==> src/rtl/argmax_input_sequencer.sv <==
// Feeds class scores one per cycle onto the argmax chain bus,
// tagging each with its class index and idling between frames.
module argmax_input_sequencer #(
  parameter int DATA_WIDTH   = 32,
  parameter int CLASS_AMOUNT = 10,
  parameter int FLUSH_CYCLES = 2
) (
  input  logic                  clk,
  input  logic                  reset_n,
  input  logic [DATA_WIDTH-1:0] score_value,
  input  logic                  score_valid,
  output logic                  score_ready,
  output logic [DATA_WIDTH-1:0] output_index,
  output logic [DATA_WIDTH-1:0] output_value,
  output logic                  output_enable,
  output logic                  frame_done,
  output logic                  busy
);

  localparam int CW = $clog2(CLASS_AMOUNT);
  localparam int FW = (FLUSH_CYCLES > 1) ?
                      $clog2(FLUSH_CYCLES + 1) : 1;
  localparam logic [CW-1:0] LAST = CW'(CLASS_AMOUNT - 1);

  typedef enum logic {
    STREAM = 1'b0,
    FLUSH  = 1'b1
  } state_e;

  state_e                state_q, state_d;
  logic [CW-1:0]         cnt_q, cnt_d;
  logic [FW-1:0]         fcnt_q, fcnt_d;
  logic [DATA_WIDTH-1:0] idx_q, idx_d;
  logic [DATA_WIDTH-1:0] val_q, val_d;
  logic                  en_q, en_d;
  logic                  done_q, done_d;
  logic                  xfer;

  assign score_ready   = (state_q == STREAM);
  assign xfer          = score_valid && score_ready;
  assign busy          = (state_q == FLUSH) || (cnt_q != '0);
  assign output_index  = idx_q;
  assign output_value  = val_q;
  assign output_enable = en_q;
  assign frame_done    = done_q;

  always_comb begin
    state_d = state_q;
    cnt_d   = cnt_q;
    fcnt_d  = fcnt_q;
    idx_d   = '0;
    val_d   = '0;
    en_d    = 1'b0;
    done_d  = 1'b0;
    unique case (state_q)
      STREAM: begin
        if (xfer) begin
          val_d = score_value;
          idx_d = DATA_WIDTH'(cnt_q);
          en_d  = 1'b1;
          if (cnt_q == LAST) begin
            cnt_d  = '0;
            done_d = 1'b1;
            if (FLUSH_CYCLES > 0) begin
              fcnt_d  = FW'(FLUSH_CYCLES);
              state_d = FLUSH;
            end
          end else begin
            cnt_d = cnt_q + CW'(1);
          end
        end
      end
      FLUSH: begin
        // Producer holds its score under backpressure here
        if (fcnt_q <= FW'(1)) begin
          state_d = STREAM;
        end else begin
          fcnt_d = fcnt_q - FW'(1);
        end
      end
      default: state_d = STREAM;
    endcase
  end

  always_ff @(posedge clk) begin
    if (!reset_n) begin
      state_q <= STREAM;
      cnt_q   <= '0;
      fcnt_q  <= '0;
      idx_q   <= '0;
      val_q   <= '0;
      en_q    <= 1'b0;
      done_q  <= 1'b0;
    end else begin
      state_q <= state_d;
      cnt_q   <= cnt_d;
      fcnt_q  <= fcnt_d;
      idx_q   <= idx_d;
      val_q   <= val_d;
      en_q    <= en_d;
      done_q  <= done_d;
    end
  end

endmodule

==> config.mk <==
export PLATFORM = sky130hd
export DESIGN_NAME = argmax_input_sequencer
export DESIGN_NICKNAME = d
export VERILOG_FILES = /design/src/rtl/argmax_input_sequencer.sv
export SDC_FILE = /design/constraint.sdc
export NUM_CORES = 1
export LEC_CHECK = 0
export ABC_AREA = 0
export BUFFER_PORTS_ARGS = -buffer_cell sky130_fd_sc_hd__buf_2
export CAP_MARGIN = 10
export CORE_UTILIZATION = 41
export DETAILED_ROUTE_END_ITERATION = 8
export PLACE_DENSITY = 0.82
export RECOVER_POWER = 50
export REMOVE_ABC_BUFFERS = 1
export SYNTH_ARGS = -nofsm -noshare
export SYNTH_HDL_FRONTEND = slang
export SYNTH_SLANG_ARGS = --single-unit
==> constraint.sdc <==
create_clock -name clk -period 1.6 [get_ports clk]
set_clock_uncertainty 0.15 [all_clocks]
set_input_delay 0.08 -clock clk [delete_from_list [all_inputs] [get_ports clk]]
set_output_delay 0.08 -clock clk [all_outputs]
set_load 0.005 [all_outputs]
==> results_dict.tcl <==
set metrics [dict create \
    outcome "completed" \
    synthTopCellsByArea "dfxtp_1 (56%), and3_1 (14%), buf_4 (13%)" \
    start_kind "flop" \
    synthFlopType "dfxtp_1" \
    critPathKind "reg -> reg" \
    ant_nets 0 \
    first_iter_violations 63 \
    clk_latency_ns 0.28 \
    antenna_found_initial 0 \
    cts_tree "done" \
    powerDensity_mw_per_mm2 907 \
    cts_resized 0 \
    hold_slack_ns 0.0819 \
    drc 0 \
    ys_seq_area_share_pct 56.3 \
    place_congestion 0.682 \
    max_stage_delay_ns 0.39 \
    port_buffers 74 \
    hp-class "in -> reg" \
    diodes 0 \
    crit_family "simple AND/OR/NAND/NOR gates" \
    ir_worst_vdd_uv 324 \
    drive_gt1_share_pct 26.5 \
    ys_seq_elements 45 \
    drv_slew 0 \
    required_ns 1.63 \
    setup_viol 0 \
    synth_cells 151 \
    ioPinCount 103 \
    synth_cell_types 28 \
    fin_nets 293 \
    drv_cap 0 \
    met2_usage_pct 31.3 \
    die_area_mm2 0.00416 \
    final_area_mm2 0.00229 \
    hold_viol_final 0 \
    gr-usage-all-layers_pct 16.3 \
    global_route.usage.met1_pct 15.7 \
    wl_per_cell_um 11.2 \
    netlist_area_mm2 0.00160 \
    grt_pass1_wl_um 5110 \
    async_reset_ff_share_pct 0 \
    grt_pass1_vias 1194 \
    synth_common_cells "dfxtp_1 (45), and3_1 (35), buf_4 (28)" \
    end_kind "flop" \
    initial_core_util_pct 43.4 \
    place_hpwl_um 2070 \
    p_leak_nw 1.21 \
    fin_crit_sh_pct 90.8 \
    cp_num_buf_inv 1 \
    synth_top_area_share_pct 56.3 \
    core_area_mm2 0.00369 \
    post-route-min-period_ns 1.45 \
    route.vias.total 1305 \
    synth_top_area_cell "dfxtp_1" \
    grt_use_met3_pct 5.81 \
    grt.busiest_layer "met2" \
    cts_hold_buf 32 \
    avgSynthCellArea_um2 10.6 \
    cp.arrival_ns 1.48 \
    post-cts-setup-buffers 0 \
    first_pass_iters 5 \
    clockRootBuffer "clkbuf_8" \
    drt_wl_total_um 3420 \
    h-tree-depth 2 \
    slowest_stage "or4_1" \
    clk_pin_slew_worst_paths_ns 0.08 \
    cts_buffer_depth 2 \
    placed_area_mm2 0.00191 \
    row_count 22 \
    critPathMaxFanout 3 \
    cp_cell_sequence "inv_1, ha_1, or4_1, o211a_1" \
    dieWidth_um 64.5 \
    pre_cts_ws_ns 0.147 \
    grt_max_degree 30 \
    avgViaCountPerCell 4.28 \
    synth-edff-count 0 \
    grt_overflow 0 \
    setup_ws_ns 0.147 \
    dieHeight_um 64.5 \
    numCtsBuffers 5 \
    ys_warn_count 0 \
    synth_most_common_cell "dfxtp_1" \
    fmax_mhz 688 \
    area_growth_pct 43.2 \
    cts_sinks 45 \
    rsz0062_at_grt "no" \
]
==> worst register-to-register path, cell delays in order, from the launching register on <==
cell,delay [ns]
dfxtp_1,0.35
inv_1,0.06
ha_1,0.26
or4_1,0.39
o211a_1,0.14
==> metrics by stage <==
step | instances | utilization [%] | power [mW] | TNS (ns)
final | 305 | 62.1 | 2.08 | 0
after global routing | 305 | 62.1 | 2.17 | 0
after CTS | 305 | 62.9 | 2.10 | 0
after detailed placement | 266 | 51.8 | 1.37 | 0
after global placement | 266 | 51.8 | 1.36 | 0
after floorplan | 141 | - | 1.26 | -5.19
==> sequential cells by signal (all words and copies together), names as in the netlist <==
register       flops
output_enable      1
output_value      32
state_q            1
frame_done         1
output_index       4
fcnt_q             2
cnt_q              4
==> cell type report <==
class                           instances  area [um2]
Timing Repair Buffer                  109         688
Inverter                                2        7.51
Clock buffer                            6        82.6
Fill cell                             315        1400
Clock inverter                          1        7.51
Multi-Input combinational cell         94         546
Tap cell                               48        60.1
Sequential cell                        45         901
==> path summary, 6_finish.rpt <==
path	startpoint	endpoint	slack, ns	cells after the start
hold reg to reg	fcnt_q[0]	fcnt_q[0]	0.33	2
setup / recovery	fcnt_q[1]	fcnt_q[1]	0.15	4
hold / removal	score_valid	cnt_q[1]	0.08	4
setup reg to reg	fcnt_q[1]	fcnt_q[1]	0.15	4
==> layer usage <==
metal,up-vias,share of wire (%)
met2,70,50
met1,571,41
met3,6,8.0
met4,0,1.2
li1,658,-
met5,-,0
==> logic make-up (layout without fill, tap and decap cells) <==
family	after synthesis	count (layout)	synth area share (%)
xor gates and xnor gates	2	2	1.09
buffers and inverters	39	118	15.9
DFF	45	45	56.3
other	1	28	0.234
adders and majority gates	1	1	0.782
and+or+nand+nor	57	57	22.5
AOI/OAI and AO/OA	6	6	3.13
==> cells in the final DEF, fill, tap and decap left out, types with 2 or more instances in the layout <==
cell	count
inv_1	2
dlygate4sd3_1	32
dfxtp_1	45
nor2b_1	2
clkbuf_1	17
nand2_1	3
nor2_1	2
conb_1	28
and3_1	35
clkbuf_8	6
o21a_1	2
buf_4	2
and2_1	3
nand3b_1	3
buf_2	56
and3b_1	2
==> report_power, final <==
group	switching [mW]	internal (mW)	total (mW)
Sequential	0.0164	1.16	1.18
Combinational	0.0944	0.130	0.225
Clock	0.337	0.341	0.678
Note: power is estimated with default switching activity, not from simulation.
